## src/rtl/ap_adder_sigmoid_random_if.sv

```systemverilog
// Bus bundle for ap_adder_sigmoid_random: adder operands/result, sigmoid
// argument/probability, LFSR seed/state and the stochastic sample bit.
interface ap_adder_sigmoid_random_if #(
    parameter int BITLENGTH         = 16,
    parameter int SIGMOID_BITLENGTH = 8
);
    logic [SIGMOID_BITLENGTH-1:0] seed;
    logic [BITLENGTH-1:0]         add_a;
    logic [BITLENGTH-1:0]         add_b;
    logic [BITLENGTH-1:0]         sum;
    logic [BITLENGTH-1:0]         sig_in;
    logic [SIGMOID_BITLENGTH-1:0] prob;
    logic [SIGMOID_BITLENGTH-1:0] rand_data;
    logic                         sample;

    modport master (
        output seed, add_a, add_b, sig_in,
        input  sum, prob, rand_data, sample
    );

    modport slave (
        input  seed, add_a, add_b, sig_in,
        output sum, prob, rand_data, sample
    );
endinterface

```

## src/rtl/ap_adder_sigmoid_random.sv

```systemverilog
// Saturating/wrapping adder, piecewise-linear sigmoid and 8-bit LFSR sampler.
// Build macro AP_ADDER_SAT_EN: defined -> saturating adder, undefined -> wrap-around adder.
module ap_adder_sigmoid_random #(
    parameter int                   BITLENGTH         = 16,
    parameter int                   SIGMOID_BITLENGTH = 8,
    parameter logic [BITLENGTH-1:0] INF               = 16'h7FFF
) (
    input  logic                     clock,
    input  logic                     reset,
    ap_adder_sigmoid_random_if.slave bus
);

    localparam logic [BITLENGTH-1:0] X_MIN = {1'b1, {(BITLENGTH-1){1'b0}}};
    localparam logic [BITLENGTH-1:0] X_MAX = {1'b0, {(BITLENGTH-1){1'b1}}};
    localparam logic [BITLENGTH-1:0] T_SAT = BITLENGTH'(32'd1280);
    localparam logic [BITLENGTH-1:0] T_MID = BITLENGTH'(32'd608);
    localparam logic [BITLENGTH-1:0] T_ONE = BITLENGTH'(32'd256);

    logic [BITLENGTH-1:0]         sum_s;
    logic [BITLENGTH-1:0]         t_s;
    logic [8:0]                   p_s;
    logic [8:0]                   q_s;
    logic [SIGMOID_BITLENGTH-1:0] prob_s;
    logic [SIGMOID_BITLENGTH-1:0] seed_load_s;
    logic [SIGMOID_BITLENGTH-1:0] lfsr_d;
    logic [SIGMOID_BITLENGTH-1:0] lfsr_q;

`ifdef AP_ADDER_SAT_EN
    localparam logic signed [BITLENGTH:0] POS_LIM = $signed({1'b0, INF});
    localparam logic signed [BITLENGTH:0] NEG_LIM = -POS_LIM;

    logic signed [BITLENGTH:0] sum_full_s;

    // Full-precision sum clamped symmetrically to +/-INF.
    always_comb begin
        sum_full_s = $signed({bus.add_a[BITLENGTH-1], bus.add_a})
                   + $signed({bus.add_b[BITLENGTH-1], bus.add_b});
        if (sum_full_s > POS_LIM) begin
            sum_s = POS_LIM[BITLENGTH-1:0];
        end else if (sum_full_s < NEG_LIM) begin
            sum_s = NEG_LIM[BITLENGTH-1:0];
        end else begin
            sum_s = sum_full_s[BITLENGTH-1:0];
        end
    end
`else
    // Plain two's-complement sum, carry out discarded.
    always_comb begin
        sum_s = bus.add_a + bus.add_b;
    end
`endif

    // Sigmoid: fold to |x| (most-negative maps to max positive), evaluate
    // the positive branch, mirror for negative x, clamp to 8 bits.
    always_comb begin
        if (bus.sig_in == X_MIN) begin
            t_s = X_MAX;
        end else if (bus.sig_in[BITLENGTH-1]) begin
            t_s = -bus.sig_in;
        end else begin
            t_s = bus.sig_in;
        end

        if (t_s >= T_SAT) begin
            p_s = 9'd256;
        end else if (t_s >= T_MID) begin
            p_s = 9'(t_s >> 5) + 9'd216;
        end else if (t_s >= T_ONE) begin
            p_s = 9'(t_s >> 3) + 9'd160;
        end else begin
            p_s = 9'(t_s >> 2) + 9'd128;
        end

        if (bus.sig_in[BITLENGTH-1]) begin
            q_s = 9'd256 - p_s;
        end else begin
            q_s = p_s;
        end

        if (q_s > 9'd255) begin
            prob_s = SIGMOID_BITLENGTH'(8'hFF);
        end else begin
            prob_s = SIGMOID_BITLENGTH'(q_s[7:0]);
        end
    end

    // Seed to load under reset (zero would lock the LFSR) and the free-running step.
    always_comb begin
        if (bus.seed == {SIGMOID_BITLENGTH{1'b0}}) begin
            seed_load_s = SIGMOID_BITLENGTH'(8'h01);
        end else begin
            seed_load_s = bus.seed;
        end
        lfsr_d = {lfsr_q[6:0], lfsr_q[7] ^ lfsr_q[5] ^ lfsr_q[4] ^ lfsr_q[3]};
    end

    // LFSR state register with synchronous seed load.
    always_ff @(posedge clock) begin
        if (reset) begin
            lfsr_q <= seed_load_s;
        end else begin
            lfsr_q <= lfsr_d;
        end
    end

    assign bus.sum       = sum_s;
    assign bus.prob      = prob_s;
    assign bus.rand_data = lfsr_q;
    assign bus.sample    = (prob_s > lfsr_q);

endmodule

```

## src/flat_wrapper.sv

```systemverilog
// flat-port wrapper written by rule: the top's interface ports become plain ports
module ap_adder_sigmoid_random_flat 
#(
    parameter int                   BITLENGTH         = 16,
    parameter int                   SIGMOID_BITLENGTH = 8,
    parameter logic [BITLENGTH-1:0] INF               = 16'h7FFF
)
  (clock, reset, bus_seed, bus_add_a, bus_add_b, bus_sig_in, bus_sum, bus_prob, bus_rand_data, bus_sample);
  ap_adder_sigmoid_random_if #(.BITLENGTH(BITLENGTH), .SIGMOID_BITLENGTH(SIGMOID_BITLENGTH)) bus_i ();
  input  logic clock;
  input  logic reset;
  input wire logic [$bits(bus_i.seed)-1:0] bus_seed;
  input wire logic [$bits(bus_i.add_a)-1:0] bus_add_a;
  input wire logic [$bits(bus_i.add_b)-1:0] bus_add_b;
  input wire logic [$bits(bus_i.sig_in)-1:0] bus_sig_in;
  output wire logic [$bits(bus_i.sum)-1:0] bus_sum;
  output wire logic [$bits(bus_i.prob)-1:0] bus_prob;
  output wire logic [$bits(bus_i.rand_data)-1:0] bus_rand_data;
  output wire logic [$bits(bus_i.sample)-1:0] bus_sample;
  assign bus_i.seed = bus_seed;
  assign bus_i.add_a = bus_add_a;
  assign bus_i.add_b = bus_add_b;
  assign bus_i.sig_in = bus_sig_in;
  assign bus_sum = bus_i.sum;
  assign bus_prob = bus_i.prob;
  assign bus_rand_data = bus_i.rand_data;
  assign bus_sample = bus_i.sample;
  ap_adder_sigmoid_random #(.BITLENGTH(BITLENGTH), .SIGMOID_BITLENGTH(SIGMOID_BITLENGTH), .INF(INF)) u_core (.clock(clock), .reset(reset), .bus(bus_i));
endmodule
```

## config.mk

```make
export PLATFORM = sky130hd
export DESIGN_NAME = ap_adder_sigmoid_random_flat
export DESIGN_NICKNAME = d
export VERILOG_FILES = /design/src/rtl/ap_adder_sigmoid_random_if.sv /design/src/rtl/ap_adder_sigmoid_random.sv /design/src/flat_wrapper.sv
export SDC_FILE = /design/constraint.sdc
export NUM_CORES = 1
export LEC_CHECK = 0
export ABC_AREA = 1
export BUFFER_PORTS_ARGS = -buffer_cell sky130_fd_sc_hd__buf_2
export CORE_MARGIN = 2
export CORE_UTILIZATION = 52
export DETAILED_ROUTE_END_ITERATION = 10
export PLACE_DENSITY = 0.83
export SYNTH_ARGS = -nofsm -noshare
export SYNTH_HDL_FRONTEND = slang
export SYNTH_SLANG_ARGS = --single-unit
```

## constraint.sdc

```tcl
create_clock -name clock -period 4.4 [get_ports clock]
set_input_delay 0.22 -clock clock [delete_from_list [all_inputs] [get_ports clock]]
set_output_delay 0.22 -clock clock [all_outputs]
set_load 0.005 [all_outputs]
```

## Word level (Yosys, flattened, before mapping)

Index checks and enable logic that the tools add are counted.

- ROM bits: 0
- Memory bits (writable): 0
- Register bits: 8
- Output and inout bits: 33
- Latch bits: 0
- Memories: 0

- Muxes and demuxes: 9
- Reductions and logical operators: 1
- Divide/modulo/power cells: 0
- Shift operators: 0
- Eq/ne operators: 1
- Magnitude comparators: 5
- $add $sub $neg: 6
- Bitwise logic cells: 3
- Multipliers: 0

Operators by type and width:

| cell | number |
|---|---|
| 9-bit 2-to-1 mux | 4 |
| 16-bit 2-to-1 mux | 2 |
| 9-bit by 8-bit adder with 9-bit output, second input constant | 3 |
| 8-bit 2-to-1 mux | 3 |
| 16-bit adder | 1 |
| 16-bit == test, second input constant | 1 |
| 16-bit by 10-bit >= comparator with 1-bit output, second input constant | 1 |
| 16-bit by 11-bit >= comparator with 1-bit output, second input constant | 1 |
| 16-bit by 9-bit >= comparator with 1-bit output, second input constant | 1 |
| 16-bit negator | 1 |
| 9-bit by 8-bit > comparator with 1-bit output, second input constant | 1 |
| 9-bit subtractor, first input constant | 1 |
| 8-bit > comparator | 1 |
| 8-bit logical NOT | 1 |
| 1-bit XOR | 3 |

## Logic depth before layout (Yosys ltp)

Gate-level depths: netlist (run 1).

- Word-level depth: 12
- Mapped depth: 33

## Least setup slack after synthesis (run 1)

No wires, ideal clock.

- Kind: input -> output
- Start: input bus_sig_in[0]
- End: output bus_sample
- Setup slack: 0.405 ns
- Required time: 4.180 ns
- Arrival: 3.775 ns
- Path buffers: 2
- Stages: 31
- Cell sequence: inv_1 -> ha_1 -> nand2_2 -> nor2_4 -> nand3_2 -> buf_6 -> nand3_1 -> inv_1 -> ha_1 -> nand4_1 -> nor2_1 -> nand3_2 -> nand3_2 -> buf_6 -> nand2_1 -> nand2_1 -> o21ai_2 -> ha_1 -> nand2_1 -> nor2_2 -> nand3_1 -> nand2_1 -> nand2_2 -> inv_4 -> nand2_2 -> ha_1 -> nand2_1 -> o21ai_0 -> a21oi_1 -> nand3b_1 -> a31oi_1

- Longest elaborated chain between the ends: 12

RTL lines:

| element | RTL line | source |
|---|---|---|
| start: declaration | flat_wrapper.sv:15 | `input wire logic [$bits(bus_i.sig_in)-1:0] bus_sig_in;` |
| 16-bit negator | ap_adder_sigmoid_random.sv:59 | `t_s = -bus.sig_in;` |
| 16-bit 2-to-1 mux | ap_adder_sigmoid_random.sv:58 | `end else if (bus.sig_in[BITLENGTH-1]) begin` |
| 16-bit 2-to-1 mux * | ap_adder_sigmoid_random.sv:56 | `if (bus.sig_in == X_MIN) begin` |
| 16-bit by 9-bit >= comparator with 1-bit output, or another cell as far along | ap_adder_sigmoid_random.sv:68 | `end else if (t_s >= T_ONE) begin` |
| 9-bit 2-to-1 mux | ap_adder_sigmoid_random.sv:68 |  |
| 9-bit 2-to-1 mux | ap_adder_sigmoid_random.sv:66 | `end else if (t_s >= T_MID) begin` |
| 9-bit 2-to-1 mux * | ap_adder_sigmoid_random.sv:64 | `if (t_s >= T_SAT) begin` |
| 9-bit subtractor | ap_adder_sigmoid_random.sv:75 | `q_s = 9'd256 - p_s;` |
| 9-bit 2-to-1 mux * | ap_adder_sigmoid_random.sv:74 | `if (bus.sig_in[BITLENGTH-1]) begin` |
| 9-bit by 8-bit > comparator with 1-bit output | ap_adder_sigmoid_random.sv:80 | `if (q_s > 9'd255) begin` |
| 8-bit 2-to-1 mux * | ap_adder_sigmoid_random.sv:80 |  |
| net bus_prob[3] | flat_wrapper.sv:17 | `output wire logic [$bits(bus_i.prob)-1:0] bus_prob;` |
| 8-bit > comparator * | ap_adder_sigmoid_random.sv:109 | `assign bus.sample = (prob_s > lfsr_q);` |
| end: declaration | flat_wrapper.sv:19 | `output wire logic [$bits(bus_i.sample)-1:0] bus_sample;` |

The timed path passes the listed nets; every way through them passes the cells marked *.

## Final worst setup path (run 1)

- Start: input bus_sig_in[1]
- End: output bus_sample

- Longest elaborated chain between the ends: 12

RTL lines:

| element | RTL line |
|---|---|
| 16-bit negator | ap_adder_sigmoid_random.sv:59 |
| 16-bit 2-to-1 mux | ap_adder_sigmoid_random.sv:58 |
| 16-bit 2-to-1 mux * | ap_adder_sigmoid_random.sv:56 |
| 16-bit by 9-bit >= comparator with 1-bit output, or another cell as far along | ap_adder_sigmoid_random.sv:68 |
| 9-bit 2-to-1 mux | ap_adder_sigmoid_random.sv:68 |
| 9-bit 2-to-1 mux | ap_adder_sigmoid_random.sv:66 |
| 9-bit 2-to-1 mux * | ap_adder_sigmoid_random.sv:64 |
| 9-bit subtractor | ap_adder_sigmoid_random.sv:75 |
| 9-bit 2-to-1 mux * | ap_adder_sigmoid_random.sv:74 |
| 9-bit by 8-bit > comparator with 1-bit output | ap_adder_sigmoid_random.sv:80 |
| 8-bit 2-to-1 mux * | ap_adder_sigmoid_random.sv:80 |
| 8-bit > comparator * | ap_adder_sigmoid_random.sv:109 |

Every way passes the cells marked *; elsewhere a longest branch is shown, timed or not.

==> metrics, run 1 <==
area taken by multi-input logic gates=2340 um2; post-route cell area=3490 um2; die span in x=75.1 um; number of placed I/O pins=91; Total Wirelength=7690 um; Cell Area, Placed=3200 um2; clk sink count=8; sort of element at the end of the critical path=output pin; Mean Syn Cell Area=5.84 um2; commonest cells after routing, fill and taps aside=103 x nand2_1, 90 x buf_2, 55 x inv_1; worst min-delay path class=input port to flop; antenna violations before repair=0; # hold bufs at CTS=0; critical path class=input port to output pin; total global routing track utilization=25.2%; CP Data Arrival Time=4.02 ns; number of flip-flops under the largest register name=8; share of the clock period used by the worst path after layout=96.4%; Worst Skew=0.00404 ns; Worst slew margin=75.4%; power density of the placed cells=181 nW/um2; residual overflow from global routing=0; category of the worst setup path launch point=input port; Leakage=1.92 nW; num rows=25; Syn Std Cell Area=2630 um2; TritonRoute pass-1 iters=5; slowest cell delay on critical path=0.28 ns; via count of the first global-routing pass=2888; post-synthesis net count=540; timing-limited maximum frequency=236 MHz; Synth cell types=34; final cell utilization of the core=72.9%; Die H=75.1 um; Via Count=3309; actual transition at the worst max-transition pin=0.365 ns; Final Max Slew Viols=0; core area=4790 um2; Post-DP HPWL=5910 um; flip-flop and latch area=160 um2; number of nets in the final layout=649; instance count along the most critical hold path=3; synthesized netlist cell count=450; number of CTS-inserted buffers=3; buffer depth of the longest clock path=2; biggest fanout along the worst timing path=6; uppermost routed layer=met4; number of DRC violations after detailed-routing iteration 0=197; post-synthesis register bit count=8; synth warn=0; global-route wire length before repair=11600 um; Hold Slack=0.212 ns; number of endpoints failing setup at the final stage=0; critical path required time=4.18 ns; number of design rule violations left after detail routing=0; average wire per standard cell=12.3 um; Avg Vias per Cell=5.30; met3 wire len=553 um; dominant cells by area after synthesis=nand2_1 16%, ha_1 15%, inv_1 8.3%; clock period minus worst slack=4.24 ns; cell type with the largest total area after synthesis=nand2_1; quantity of I/O buffers inserted on ports=90; initial core utilization=55.0%; sequential cell area fraction in the yosys report=6.09%; WL met1=3300 um; commonest non-fill, non-tap cell in the layout=nand2_1; fraction of post-synthesis cell area in the top cell type by area=15.6%; cell chosen for the clock root=clkbuf_8; TritonCTS clock tree=done; number of levels the H-tree was split into=1; clock slew at reported path FFs=0.04 ns; pin count of the biggest net entering global routing=33; share of post-route cells with drive strength above 1=33.9%; Total Die Area=5640 um2; Crit-path slowest cell=ha_4; post-layout power=0.000631 W; worst-case vdd ir drop=0.114 mV; max-capacitance violation count=0; final weighted congestion in routability-driven placement=0.962; depth of the worst register-to-register path=4; final-layout fill cell count=402; run status=completed; clock latency reported for the late side of the worst-skew pair=0.23 ns; routed wl met2=3780 um; growth of design area from synthesis to finish=32.6%; number of hold violations in the final report=0; remaining antenna violation count after routing=0; antenna diode instance count=0
-- report_power, final --
group	internal [W]	total (W)	leakage (nW)	switching, W
Combinational	0.000195	0.000453	1.83	0.000258
Sequential	0.0000818	0.0000882	0.0674	0.00000641
Clock	0.0000594	0.0000900	0.0216	0.0000305
Total	0.000336	0.000631	1.92	0.000295
-- cell type report --
type	instances	area share [%]
inverter	65	7.28
tap	67	2.40
sequential	8	4.59
timing repair buffer	111	17.5
multi-input combinational	370	67.0
clock buffer	3	1.18
-- cell families after synthesis --
logic type	after synthesis	synth area share, %
compound gates	58	12.1
xor+xnor	24	7.99
fa+ha+maj	32	15.5
buf+inv	72	11.5
flops	8	6.09
mux	1	0.428
simple gates	255	46.4
-- critical path, delay by kind of cell --
kind | cells | cell delay [ns]
AND/OR/NAND/NOR | 17 | 1.82
buffers and inverters | 6 | 0.66
adder cells (fa/ha/maj) | 3 | 0.61
AO/OA/AOI/OAI | 5 | 0.70
-- path summary, 6_finish.rpt --
| check | from | end | slack [ns] |
|---|---|---|---|
| max | bus_sig_in[1] | bus_sample | 0.16 |
| max reg2reg | u_core.bus.rand_data[3] | u_core.bus.rand_data[0] | 3.41 |
| min | bus_seed[6] | u_core.bus.rand_data[6] | 0.21 |
| min reg2reg | u_core.bus.rand_data[6] | u_core.bus.rand_data[7] | 0.52 |
-- stage by stage --
| stage | cells | worst slack, ns | TNS [ns] |
|---|---|---|---|
| floorplan | 450 | 0.405 | 0 |
| global placement | 612 | 0.192 | 0 |
| detailed placement | 612 | 0.0337 | 0 |
| CTS | 616 | 0.00908 | 0 |
| global route | 624 | -0.100 | -0.100 |
| finish | 624 | 0.160 | 0 |
-- cell usage after synthesis, drive strengths merged --
| library cell | instances |
|---|---|
| nand2 | 124 |
| inv | 65 |
| nor2 | 61 |
| nand3 | 53 |
| ha | 31 |
| a21oi | 26 |
| o21ai | 21 |
| xor2 | 14 |
| nand4 | 10 |
| xnor2 | 10 |
| dfxtp | 8 |
| a31oi | 6 |
| buf | 6 |
| nand3b | 3 |
| a21o | 2 |
| nor3 | 2 |
| a211oi | 1 |
| and2 | 1 |
| clkbuf | 1 |
| fa | 1 |
| mux2 | 1 |
| nor4 | 1 |
| o2111ai | 1 |
| o21a | 1 |
-- per-layer routing --
metal  vias to the layer above  track usage (%)
met5                         -                0
met4                         0             3.37
met3                        10             4.28
met2                       145             45.4
met1                      1475             32.0
li1                       1679                -
-- repair_timing --
action,in CTS,in global routing
pin swaps,1,13
gates resized for setup,1,39
setup endpoints to repair,1,1
setup buffers,1,8
Power figures use the tool's default switching activity.
==> run 2: changes to the inputs <==
--- a/config.mk
+++ b/config.mk
@@ -5,7 +5,6 @@
 export SDC_FILE = /design/constraint.sdc
 export NUM_CORES = 1
 export LEC_CHECK = 0
-export ABC_AREA = 1
 export BUFFER_PORTS_ARGS = -buffer_cell sky130_fd_sc_hd__buf_2
 export CORE_MARGIN = 2
 export CORE_UTILIZATION = 52
==> metrics, run 2 <==
Total Wirelength=8770 um (+14%); TritonCTS clock tree=done; uppermost routed layer=met4; synthesized netlist cell count=361 (-20%); number of nets in the final layout=612 (-5.7%); clock slew at reported path FFs=0.04 ns (about the same); number of endpoints failing setup at the final stage=1 (+1); Die H=74.7 um (-0.59%); Final Max Slew Viols=0 (unchanged); worst-case vdd ir drop=0.152 mV (+33%); antenna diode instance count=0 (unchanged); number of placed I/O pins=91 (unchanged); biggest fanout along the worst timing path=7 (+1); library cell with the highest instance count after synthesis=nand2_1; critical path class=input port to output pin; clk sink count=8 (unchanged); number of levels the H-tree was split into=1 (unchanged); Worst slew margin=73.9% (-1.5 points); Synth top cells by count=38 x nand2_1, 33 x inv_1, 31 x ha_1; Mean Syn Cell Area=7.20 um2 (+23%); final weighted congestion in routability-driven placement=0.960 (-0.23%); met3 wire len=325 um (-41%); CP Data Arrival Time=4.72 ns (+0.70 ns); synth warn=0 (unchanged); critical path required time=4.18 ns (about the same); Post-DP HPWL=7300 um (+24%); remaining antenna violation count after routing=0 (unchanged); Avg Vias per Cell=5.57 (+5.1%); growth of design area from synthesis to finish=47.5%; post-synthesis net count=451 (-16%); slowest cell delay on critical path=0.54 ns (+0.26 ns); number of design rule violations left after detail routing=0 (unchanged); final cell utilization of the core=80.6% (+7.7 points); number of hold violations in the final report=0 (unchanged); last element of the critical path=bus_sample; clock latency reported for the late side of the worst-skew pair=0.24 ns (about the same); Via Count=3270 (-1.2%); sort of element at the end of the critical path=output pin; category of the worst setup path launch point=input port; routed wl met2=4920 um (+30%); number of CTS-inserted buffers=3 (unchanged); number of buffer and inverter instances along the worst setup path=4 (-2); share of the clock period used by the worst path after layout=112% (+16 points); commonest non-fill, non-tap cell in the layout=buf_2; max-capacitance violation count=0 (unchanged); worst min-delay path class=input port to flop; number of gates on the worst path with buffers counted=25 (-19%); Total Die Area=5580 um2 (-1.2%); Syn Std Cell Area=2600 um2 (-1.2%); timing-limited maximum frequency=203 MHz (-14%); flop-to-flop setup slack=3.50 ns (+0.09 ns); cell type with the largest total area after synthesis=ha_1; fraction of post-synthesis cell area in the top cell type by area=14.9% (-0.62 points); number of flip-flops under the largest register name=8 (unchanged); crit path launch=bus_sig_in[1]; post-synthesis register bit count=8 (unchanged); core area=4750 um2 (-0.65%); unrepaired setup endpoints after global routing=true; setup slack after layout=-0.536 ns (-0.696 ns); via count of the first global-routing pass=3245 (+12%); average wire per standard cell=14.9 um (+21%); violations in the final reports=setup timing; residual overflow from global routing=0 (unchanged); dominant cells by area after synthesis=ha_1 15%, xnor2_1 7.8%, dfxtp_1 6.2%; depth of the worst register-to-register path=3 (-1); number of DRC violations after detailed-routing iteration 0=101 (-49%); power density of the placed cells=167 nW/um2 (-7.7%); Worst Skew=0.00157 ns (-0.00246 ns); fraction of registers with async set or reset after synthesis=0% (unchanged); cell chosen for the clock root=clkbuf_8; buffer depth of the longest clock path=2 (unchanged); run status=finished, violations left; launch point of the worst reg-to-reg path=u_core.bus.rand_data[4]; instance count along the most critical hold path=3 (unchanged); number of enable-type register cells in the synthesized netlist=0 (unchanged); Synth cell types=76 (+120%); sequential cell area fraction in the yosys report=6.17% (+0.076 points); share of post-route cells with drive strength above 1=42.1% (+8.2 points); cell family contributing the most delay on the critical path=simple AND/OR/NAND/NOR gates; Leakage=1.86 nW (-3.0%); TritonRoute pass-1 iters=4 (-1); WL met1=3340 um (+1.3%); actual transition at the worst max-transition pin=0.382 ns (+0.0164 ns); die span in x=74.7 um (-0.59%); commonest cells after routing, fill and taps aside=90 x buf_2, 80 x buf_4, 38 x nand2_1; global-route wire length before repair=13500 um (+17%); num rows=25 (unchanged); Most used DFF post-synth=dfxtp_1; total global routing track utilization=30.3% (+5.1 points); final-layout setup total negative slack=-0.536 ns (-0.536 ns); initial core utilization=54.6% (-0.32 points); clock period minus worst slack=4.94 ns (+0.696 ns); antenna violations before repair=0 (unchanged); pin count of the biggest net entering global routing=18 (-45%); # hold bufs at CTS=0 (unchanged); worst reg2reg path endpoint=u_core.bus.rand_data[0]; Crit-path slowest cell=or4b_4; quantity of I/O buffers inserted on ports=90 (unchanged)
==> run 2: repair_timing <==
action | 4_1_cts | 5_1_grt
endpoints found under the hold margin | 0 | 0
buffers inserted | 1 | 1
cloned | 0 | 0
pin swaps | 2 | 4
gates resized for setup | 3 | 2
setup endpoints to repair | 1 | 1
==> run 2: how the worst min path moves through the flow <==
| stage | start | endpoint |
|---|---|---|
| after floorplan | bus_seed[2] | u_core.bus.rand_data[2] |
| after global placement | bus_seed[7] | u_core.bus.rand_data[7] |
| after detailed placement | bus_seed[6] | u_core.bus.rand_data[6] |
| after CTS | bus_seed[7] | u_core.bus.rand_data[7] |
| after global routing | bus_seed[7] | u_core.bus.rand_data[7] |
| final | bus_seed[7] | u_core.bus.rand_data[7] |
==> run 2: kinds of logic (layout without fill, tap and decap cells) <==
kind of cell	count (synthesis)	in the layout	share of synthesized area, %
xor+xnor	31	31	10.5
mux	7	7	3.18
flops	8	8	6.17
simple gates	138	138	29.6
compound gates	97	97	27.3
buf+inv	48	207	7.61
fa+ha+maj	32	32	15.7
==> run 2: metrics by stage <==
step	cells	area [um2]	power (W)	worst slack [ns]	hold WS (ns)
final	587	3830	0.000640	-0.536	0.209
after global routing	587	3830	0.000689	-0.693	0.224
after CTS	586	3810	0.000633	-0.471	0.204
after detailed placement	582	3750	0.000534	-0.552	0.437
after global placement	582	3750	0.000511	-0.378	0.430
after floorplan	361	2720	0.000342	-0.239	0.329
==> run 2: cell type report <==
type	instances	area, um2
fill	349	923
multi-input combinational	305	2360
clock buffer	3	41.3
inverter	34	135
tap	67	83.8
sequential	8	160
timing repair buffer	170	1050
==> run 2: layer usage <==
layer	GRT usage (%)	up-vias
met1	31.1	1521
met5	0	-
met4	11.3	0
li1	-	1621
met3	1.74	17
met2	62.7	111
==> run 2: worst register-to-register path, stage by stage, from the launching register on <==
cell	delay [ns]
dfxtp_1	0.33
xnor2_1	0.20
xnor2_1	0.14
o21ai_0	0.10
==> run 2: power by group <==
group	internal, W	switching [W]	leakage [nW]
registers	0.0000818	0.00000697	0.0674
clock network	0.0000597	0.0000337	0.0216
logic	0.000227	0.000230	1.77
